[src/rtl/valve_jk_driver.sv]
// valve_jk_driver
//   Command-side controller for the JK flip-flop that holds the irrigation
//   valve state. An open request with a duration becomes a single-cycle J
//   pulse, the valve is verified open through Q_fb, the watering window is
//   timed, then a single-cycle K pulse closes the valve and the close is
//   verified. A failed verification parks the block in a sticky FAULT state
//   that keeps K asserted until Reset.
//
//   Optional build macro: TOGGLE_CMD_EN adds the Toggle input and the
//   TOGGLE / VERIFY_TOGGLE states (J = K = 1 for one cycle).
//
// Ports
//   Clk        in   system clock, rising edge
//   Reset      in   asynchronous, active-high reset
//   Start      in   open-and-water request (sampled in IDLE only)
//   Stop       in   abort watering, forces the close sequence
//   Duration   in   [DUR_W] watering length, captured with Start
//   Q_fb       in   q of the valve flip-flop (synchronous to Clk)
//   Toggle     in   (TOGGLE_CMD_EN only) request a J=K=1 toggle command
//   J, K       out  flip-flop drives, registered
//   Busy       out  high in every state except IDLE and FAULT
//   Done       out  one-cycle pulse after a verified close / toggle
//   Fault      out  sticky verification failure
//   Remaining  out  [DUR_W] watering cycles left
//   State      out  [4] debug view of the FSM state (IDLE = 0)
//
// Request semantics: Start, Stop and Toggle are level requests sampled on
// the rising edge of Clk. There is no acknowledge; a request is accepted
// exactly when the FSM leaves IDLE on that edge (visible as Busy/J/K one
// cycle later), otherwise it is dropped.

module valve_jk_driver #(
  parameter int DUR_W         = 8,
  parameter int VERIFY_CYCLES = 2
) (
  input  logic             Clk,
  input  logic             Reset,
  input  logic             Start,
  input  logic             Stop,
  input  logic [DUR_W-1:0] Duration,
  input  logic             Q_fb,
`ifdef TOGGLE_CMD_EN
  input  logic             Toggle,
`endif
  output logic             J,
  output logic             K,
  output logic             Busy,
  output logic             Done,
  output logic             Fault,
  output logic [DUR_W-1:0] Remaining,
  output logic [3:0]       State
);

  typedef enum logic [3:0] {
    S_IDLE         = 4'd0,
    S_OPEN         = 4'd1,
    S_VERIFY_OPEN  = 4'd2,
    S_WATER        = 4'd3,
    S_CLOSE        = 4'd4,
    S_VERIFY_CLOSE = 4'd5,
`ifdef TOGGLE_CMD_EN
    S_TOGGLE        = 4'd7,
    S_VERIFY_TOGGLE = 4'd8,
`endif
    S_FAULT        = 4'd6
  } state_t;

  // Last value of the verify counter before a verification is declared
  // failed: the counter starts at 0 on entry, so VERIFY_CYCLES edges are
  // allowed in total.
  localparam logic [3:0] VC_LAST = 4'(VERIFY_CYCLES - 1);

  state_t           state_q, state_d;
  logic [DUR_W-1:0] rem_q, rem_d;
  logic [3:0]       cnt_q, cnt_d;
  logic             stop_q, stop_d;
  logic             j_q, j_d;
  logic             k_q, k_d;
  logic             busy_q, busy_d;
  logic             done_q, done_d;
  logic             fault_q, fault_d;
`ifdef TOGGLE_CMD_EN
  logic             tog_q, tog_d;
`endif

  // ---------------------------------------------------------------------
  // State and output registers
  // ---------------------------------------------------------------------
  always_ff @(posedge Clk or posedge Reset) begin
    if (Reset) begin
      state_q <= S_IDLE;
      rem_q   <= '0;
      cnt_q   <= '0;
      stop_q  <= 1'b0;
      j_q     <= 1'b0;
      k_q     <= 1'b0;
      busy_q  <= 1'b0;
      done_q  <= 1'b0;
      fault_q <= 1'b0;
`ifdef TOGGLE_CMD_EN
      tog_q   <= 1'b0;
`endif
    end else begin
      state_q <= state_d;
      rem_q   <= rem_d;
      cnt_q   <= cnt_d;
      stop_q  <= stop_d;
      j_q     <= j_d;
      k_q     <= k_d;
      busy_q  <= busy_d;
      done_q  <= done_d;
      fault_q <= fault_d;
`ifdef TOGGLE_CMD_EN
      tog_q   <= tog_d;
`endif
    end
  end

  // ---------------------------------------------------------------------
  // Next-state logic (also the Remaining / verify counter / stop latch)
  // ---------------------------------------------------------------------
  always_comb begin
    state_d = state_q;
    rem_d   = rem_q;
    cnt_d   = '0;      // verify counter restarts on every state change
    stop_d  = 1'b0;
`ifdef TOGGLE_CMD_EN
    tog_d   = tog_q;
`endif

    case (state_q)
      S_IDLE: begin
        // Stop wins over Start; a zero duration is not a request.
        if (Start && !Stop && (Duration != '0)) begin
          state_d = S_OPEN;
          rem_d   = Duration;
        end
`ifdef TOGGLE_CMD_EN
        else if (Toggle && !Start && !Stop) begin
          state_d = S_TOGGLE;
          tog_d   = Q_fb;
        end
`endif
      end

      S_OPEN: begin
        // A Stop during the open pulse is remembered for the WATER entry.
        stop_d  = Stop;
        state_d = S_VERIFY_OPEN;
      end

      S_VERIFY_OPEN: begin
        stop_d = stop_q | Stop;
        if (Q_fb) begin
          // A pending stop makes the watering window zero cycles long.
          state_d = (stop_q || Stop) ? S_CLOSE : S_WATER;
        end else if (cnt_q == VC_LAST) begin
          state_d = S_FAULT;
        end else begin
          cnt_d = cnt_q + 4'd1;
        end
      end

      S_WATER: begin
        if (Stop) begin
          // Abort: Remaining keeps its current value until Done.
          state_d = S_CLOSE;
        end else begin
          if (rem_q != '0) rem_d = rem_q - DUR_W'(1);
          if (rem_q <= DUR_W'(1)) state_d = S_CLOSE;
        end
      end

      S_CLOSE: begin
        state_d = S_VERIFY_CLOSE;
      end

      S_VERIFY_CLOSE: begin
        if (!Q_fb) begin
          state_d = S_IDLE;
          rem_d   = '0;
        end else if (cnt_q == VC_LAST) begin
          state_d = S_FAULT;
        end else begin
          cnt_d = cnt_q + 4'd1;
        end
      end

`ifdef TOGGLE_CMD_EN
      S_TOGGLE: begin
        state_d = S_VERIFY_TOGGLE;
      end

      S_VERIFY_TOGGLE: begin
        if (Q_fb == !tog_q) begin
          state_d = S_IDLE;
        end else if (cnt_q == VC_LAST) begin
          state_d = S_FAULT;
        end else begin
          cnt_d = cnt_q + 4'd1;
        end
      end
`endif

      S_FAULT: begin
        state_d = S_FAULT;
      end

      default: begin
        state_d = S_IDLE;
      end
    endcase
  end

  // ---------------------------------------------------------------------
  // Output logic: decoded from the next state so the registered outputs
  // line up with the state they belong to (J is high during OPEN).
  // ---------------------------------------------------------------------
  always_comb begin
    j_d     = 1'b0;
    k_d     = 1'b0;
    busy_d  = (state_d != S_IDLE) && (state_d != S_FAULT);
    done_d  = 1'b0;
    fault_d = (state_d == S_FAULT);

    case (state_d)
      S_OPEN:  j_d = 1'b1;
      S_CLOSE: k_d = 1'b1;
      S_FAULT: k_d = 1'b1;   // continuous force-close attempt
`ifdef TOGGLE_CMD_EN
      S_TOGGLE: begin
        j_d = 1'b1;
        k_d = 1'b1;
      end
`endif
      default: ;
    endcase

    if ((state_d == S_IDLE) && (state_q == S_VERIFY_CLOSE)) done_d = 1'b1;
`ifdef TOGGLE_CMD_EN
    if ((state_d == S_IDLE) && (state_q == S_VERIFY_TOGGLE)) done_d = 1'b1;
`endif
  end

  assign J         = j_q;
  assign K         = k_q;
  assign Busy      = busy_q;
  assign Done      = done_q;
  assign Fault     = fault_q;
  assign Remaining = rem_q;
  assign State     = state_q;

endmodule
[config.mk]
export PLATFORM = sky130hd
export DESIGN_NAME = valve_jk_driver
export DESIGN_NICKNAME = d
export VERILOG_FILES = /design/src/rtl/valve_jk_driver.sv
export SDC_FILE = /design/constraint.sdc
export NUM_CORES = 1
export LEC_CHECK = 0
export ABC_AREA = 1
export BUFFER_PORTS_ARGS = -buffer_cell sky130_fd_sc_hd__buf_2
export CORE_ASPECT_RATIO = 0.5
export CORE_UTILIZATION = 50
export DETAILED_ROUTE_END_ITERATION = 12
export GPL_TIMING_DRIVEN = 0
export PLACE_DENSITY_LB_ADDON = 0.2
export SETUP_SLACK_MARGIN = 0.15
export SYNTH_ARGS = -nofsm -noshare
export SYNTH_HDL_FRONTEND = slang
export SYNTH_SLANG_ARGS = --single-unit
[constraint.sdc]
create_clock -name Clk -period 4.55 [get_ports Clk]
set_clock_uncertainty 0.2 [all_clocks]
set_input_delay 0.91 -clock Clk [delete_from_list [all_inputs] [get_ports Clk]]
set_output_delay 0.91 -clock Clk [all_outputs]
set_load 0.005 [all_outputs]
### After elaboration in Yosys (flattened, before gate mapping)

Cells that the tools add are included.

| word-level totals | value |
|---|---|
| bits in latches | 0 |
| bits in read-only memories | 0 |
| bits of input ports | 13 |
| flip-flop bits (word level) | 22 |
| memories | 0 |
| output and inout bits | 17 |
| RAM bits | 0 |

| cells by class | value |
|---|---|
| equal/unequal tests | 15 |
| $add $sub $neg | 2 |
| multiply operators | 0 |
| muxes and demuxes | 21 |
| magnitude comparators | 1 |
| bitwise logic cells | 1 |
| reductions and logical operators | 14 |
| divide/modulo/power cells | 0 |
| shifts and indexed selects | 0 |

Operators by type and width:

| operator | count |
|---|---|
| $mux W4 | 9 |
| $mux W8 | 4 |
| $pmux W4 S7 | 1 |
| $pmux W8 S3 | 1 |
| $eq A4 B3 Y1 const B | 5 |
| $reduce_bool A8 Y1 | 2 |
| $eq A4 B1 Y1 const B | 3 |
| $eq A4 B2 Y1 const B | 2 |
| $le A8 B1 Y1 const B | 1 |
| $logic_not A4 Y1 | 2 |
| $ne A2 B2 Y1 const B | 4 |
| $pmux W4 S2 | 1 |
| $sub A8 B1 Y8 const B | 1 |
| $reduce_and A5 Y1 | 1 |
| $add A4 B1 Y4 const B | 1 |
| $logic_and A1 B1 Y1 | 4 |
| $ne A4 B3 Y1 const B | 1 |
| $reduce_bool A4 Y1 | 1 |
| $mux W1 | 3 |
| $mux W3 | 1 |
| $reduce_bool A3 Y1 | 1 |
| $pmux W1 S2 | 1 |
| $reduce_or A2 Y1 | 1 |
| $logic_not A1 Y1 | 1 |
| other kinds (2) | 2 |

### Logic depth before layout (Yosys ltp)

| depth | value |
|---|---|
| word-level depth | 8 |
| mapped depth | 12 |
| gate-level depth less buffers | 12 |

### Worst setup path before layout

No wires, ideal clock.

| path | value |
|---|---|
| kind | input port to flip-flop |
| start | input port Stop |
| end | register rem_q[5] (netlist: Remaining[5]) |
| arrival time | 1722 ps |
| path buffers | 1 |
| library setup time | 122 ps |
| slack | 2506 ps |
| stages on the path | 9 |
| cell sequence | nor2_1 > nand2_1 > nor2_1 > o21ai_2 > nand2_4 > nand3_4 > buf_12 > nor2_2 > a21oi_2 |

| on the way | value |
|---|---|
| longest elaborated chain between the ends | 5 |
| elaborated cells on any way between the ends | 6 |

RTL lines:

| element | line | text |
|---|---|---|
| start, declared | 39 | `input logic Stop,` |
| $logic_not A1 Y1 | 134 | `if (Start && !Stop && (Duration != '0)) begin` |
| $logic_and A1 B1 Y1 (2 in series) | 134 |  |
| $ne A2 B2 Y1 (no line) | - |  |
| $reduce_and A5 Y1 (no line) * | - |  |
| end signal, assigned | 105 | `rem_q <= rem_d;` |
| end, declared | 74 | `logic [DUR_W-1:0] rem_q, rem_d;` |

Every way passes the cells marked *; elsewhere a longest branch is shown, timed or not.
A chain may end at the register's enable or synchronous reset.

### Worst setup path after layout

| path | value |
|---|---|
| start | register rem_q[0] (netlist: Remaining[0]) |
| end | register busy_q (netlist: Busy) |

| on the way | value |
|---|---|
| longest elaborated chain between the ends | 6 |
| elaborated cells on any way between the ends | 7 |

RTL lines:

| element | line | text |
|---|---|---|
| $le A8 B1 Y1 * | 170 | `if (rem_q <= DUR_W'(1)) state_d = S_CLOSE;` |
| $mux W4 * | 170 |  |
| $mux W4 * | 165 | `if (Stop) begin` |
| $pmux W4 S7 * | 131 | `case (state_q)` |
| $ne A4 B3 Y1 or $reduce_bool A4 Y1 (tied branches) | 222 | `busy_d = (state_d != S_IDLE) && (state_d != S_FAULT);` |
| $logic_and A1 B1 Y1 * | 222 |  |
| named net busy_d | 79 | `logic busy_q, busy_d;` |
| end signal, assigned | 110 | `busy_q <= busy_d;` |
| end, declared | 79 |  |

The timed path passes the listed nets; every way through them passes the cells marked *.

==> results.txt <==
The most common library cell in the layout ignoring fill and taps is sky130_fd_sc_hd__nand2_1. The placeable core region is around 2700 um2. Headroom to the max-slew limit came out at 0.4409.

The peak supply drop is 0.1932 mV. Counting flops and latches in the post-synthesis netlist gives 22. The residual overflow from global routing is 0.

The cell count of the worst reg-to-reg path is 11. The number of placed instances, taps included came out at between 200 and 300. After detailed routing, the number of remaining DRC violations is 0. The max-slew violation count was 0. Buffers inserted to repair hold after CTS numbered 0. The highest net fanout along the worst path is 6. The clock buffer count from CTS came out at 3.

The post-layout total power is 0.6096 mW. The final route contains ~1,300 vias. The endpoint identified for the worst register-to-register timing path is Busy.

The post-layout instance count excluding filler cells came out at 264. The count of routing violations after the opening detailed-route iteration is 64. The setup path with the least slack is of type flip-flop to flip-flop. The endpoint type of the worst setup path is a flip-flop.

For this run, the detailed router's first-pass iteration total came to 4. The endpoint with the worst hold slack is cnt_q[0]. The summed area of non-filler cells in the final layout came out at roughly 1700 um2. The average vias per placed instance came out at slightly below 5. The number of antenna diodes came out at 0. The die height came out at between 40 and 50 um.

The number of stages on the worst hold path is 1. The cell area reported after detailed placement came out at ~1600 um2. The total number of yosys warnings came out at 0. The post-synthesis net count is ~210. The final hold violation count is 0. The floorplan die area came out at 3135 um2. The congestion estimate from routability-driven global placement came to roughly 0.85. Derived from the worst setup path, the maximum achievable clock frequency is 480.2 MHz. The transition time at the pin with the least slew margin is ~0.84 ns. The final cycle utilization of the critical path is 0.4577. The static power due to leakage came out at roughly 0.96 nW. The clock latency at the later pin of the worst-skew pair is between 0.2 and 0.3 ns. The ratio of total power to cell area came out at around 360 nW/um2. The time the worst path needs with I/O delays and setup came out at about 2.1 ns. At the end of the flow the core is filled with cells to 0.6426. The number of fill cells in the layout came out at around 250.

The number of post-CTS setup repair buffers is 0. The layout-stage area growth over the synthesis result is 18.10%. The required time at the endpoint of the critical path is about 4.5 ns. The run finished with clean final reports. The top cell types in the final layout, fill and taps aside, are sky130_fd_sc_hd__nand2_1 (51), sky130_fd_sc_hd__nor2_1 (33), sky130_fd_sc_hd__buf_2 (29). Of the cells placed in the final design, the portion with a size suffix greater than 1 is 0.2643. In this run the most critical hold path is launched from cnt_q[0].

TritonCTS built the clock tree. At the end of the flow, the number of nets in the layout was roughly 250. The maximum clock insertion buffer count is 2.

The cell count after synthesis came out at between 150 and 200. The setup-violating endpoint count in the final report is 0. For this run, the total global-route usage over all layers was measured as 0.1987. Clock tree synthesis selected as its root buffer the cell sky130_fd_sc_hd__clkbuf_8. The total length of routed wires is 2940 um. Summing every instance area after synthesis gives 1451 um2. The initialized floorplan defines 13 standard-cell rows. The number of antenna violations at the first check in global routing came out at 0.

The arrival time at the worst endpoint came out at 2.06 ns. The share of the Yosys chip area taken by registers is 0.3793. The clock-pin slew on the worst setup and hold paths came out at about 0.08 ns. For this configuration, the core starts out at a cell density of 0.5441. The accumulated negative setup slack is 0 ns. The number of sinks on the clock net is 22.

The slack of the worst reg-to-reg path came out at ~2.5 ns. Setup repair after global routing left no endpoint under its margin. Detailed placement ended at an HPWL of ~2200 um. The wire length of the first global-routing pass came out at about 4700 um. In this run the remaining antenna-violating nets after routing total 0. Counting distinct cell types in the post-synthesis netlist gives 26. The H-tree depth reported by CTS is 1. The worst setup path is launched from a flip-flop. The mean area per synthesized cell came out at roughly 7.5 um2. In this run the critical register-to-register path is launched from Remaining[0]. The tightest min-delay check is of the flip-flop to flip-flop type. The maximum number of pins on one net before global-route repair came out at 23. The floorplan die width is 78.20 um. The count of boundary I/O pins is 30. In this run the tool buffered the top-level ports with 29 buffer cells. The quantity of gates resized following cts is 0. The via count of the first global-routing pass was 1,106.

The number of maximum-capacitance constraint violations came out at 0. The mean routed wirelength per cell came out at approximately 11 um.
==> Yosys cell counts <==
cell type / n / share of area
sky130_fd_sc_hd__ha_1: 4 / 0.034
sky130_fd_sc_hd__inv_2: 2 / 0.0052
sky130_fd_sc_hd__nand3_4: 1 / 0.012
sky130_fd_sc_hd__conb_1: 1 / 0.0026
sky130_fd_sc_hd__nor2_2: 6 / 0.026
sky130_fd_sc_hd__a21o_2: 1 / 0.0060
sky130_fd_sc_hd__xnor2_1: 1 / 0.0060
sky130_fd_sc_hd__nor2_4: 2 / 0.016
sky130_fd_sc_hd__inv_1: 22 / 0.057
sky130_fd_sc_hd__a21oi_1: 5 / 0.017
sky130_fd_sc_hd__nand2_4: 2 / 0.016
sky130_fd_sc_hd__o21ai_0: 7 / 0.024
sky130_fd_sc_hd__nor2_8: 1 / 0.014
sky130_fd_sc_hd__dfrtp_1: 22 / 0.38
sky130_fd_sc_hd__nand3_1: 14 / 0.048
sky130_fd_sc_hd__nand2_2: 2 / 0.0086
sky130_fd_sc_hd__nand2_1: 51 / 0.13
sky130_fd_sc_hd__xor2_1: 2 / 0.012
sky130_fd_sc_hd__nor2_1: 33 / 0.085
sky130_fd_sc_hd__a21oi_2: 7 / 0.042
sky130_fd_sc_hd__o21ai_1: 1 / 0.0034
sky130_fd_sc_hd__buf_12: 1 / 0.014
sky130_fd_sc_hd__nor3b_1: 2 / 0.010
sky130_fd_sc_hd__nand4_4: 1 / 0.015
sky130_fd_sc_hd__o21ai_2: 1 / 0.0060
sky130_fd_sc_hd__nand4_1: 2 / 0.0086
==> where the power goes <==
group          internal, mW  total (mW)  leakage, nW  switching (mW)
clock network         0.118       0.187       0.0357          0.0692
registers             0.225       0.250        0.279          0.0254
logic                0.0682       0.173        0.643           0.104
==> sequential cells by signal, summed over array words and instances (netlist names) <==
signal	cells
Busy	1
Fault	1
K	1
Done	1
stop_q	1
Remaining	8
cnt_q	4
State	4
J	1
==> per-layer routing <==
| layer | vias up | global-route usage | share of wire |
|---|---|---|---|
| met1 | 583 | 0.2356 | 0.48 |
| met5 | - | 0 | 0 |
| li1 | 672 | - | - |
| met4 | 0 | 0.04630 | 0.0037 |
| met2 | 28 | 0.3838 | 0.48 |
| met3 | 2 | 0.04773 | 0.040 |
==> how the worst max path moves through the flow <==
stage               slack (ns)            to  cells after the start         start
floorplan                 2.51  Remaining[5]                      9          Stop
global placement          2.25          Busy                      9   Duration[4]
detailed placement        2.25  Remaining[5]                     10          Stop
CTS                       2.46          Busy                     11  Remaining[0]
global route              2.28          Busy                     11  Remaining[0]
finish                    2.47          Busy                     11  Remaining[0]
==> area by class of cell <==
cell class	instances	area, um2	share of cell area
inverter	24	90.09	0.05255
buffer	1	20.02	0.01168
clock inverter	1	30.03	0.01752
sequential	22	550.5	0.3212
multi-input combinational	147	790.8	0.4613
timing repair buffer	29	145.1	0.08467
tap	37	46.29	0.02701
clock buffer	3	41.29	0.02409
==> cells by family after synthesis <==
group | Yosys count | synth area share
and+or+nand+nor | 117 | 0.3905
buffers and inverters | 25 | 0.07587
AOI/OAI and AO/OA | 22 | 0.09913
DFF | 22 | 0.3793
adders and majority gates | 4 | 0.03448
xor gates and xnor gates | 3 | 0.01811
other | 1 | 0.002584
==> critical path: stages (launching register included) <==
cell	delay, ns
sky130_fd_sc_hd__dfrtp_1	0.43
sky130_fd_sc_hd__inv_1	0.11
sky130_fd_sc_hd__ha_1	0.34
sky130_fd_sc_hd__nor2_1	0.09
sky130_fd_sc_hd__nor2_1	0.11
sky130_fd_sc_hd__nand2_1	0.08
sky130_fd_sc_hd__nand2_1	0.12
sky130_fd_sc_hd__nand3_1	0.11
sky130_fd_sc_hd__nor2_2	0.16
sky130_fd_sc_hd__nand3_1	0.12
sky130_fd_sc_hd__nand2_1	0.07
sky130_fd_sc_hd__inv_1	0.03
==> per-stage QoR <==
| stage | hold WS, ns | setup slack [ns] |
|---|---|---|
| floorplan | 0.2653 | 2.506 |
| global placement | 0.2832 | 2.250 |
| detailed placement | 0.2870 | 2.250 |
| CTS | 0.2993 | 2.463 |
| global route | 0.3410 | 2.282 |
| finish | 0.3014 | 2.468 |
Note: power is estimated with default switching activity, not from simulation.
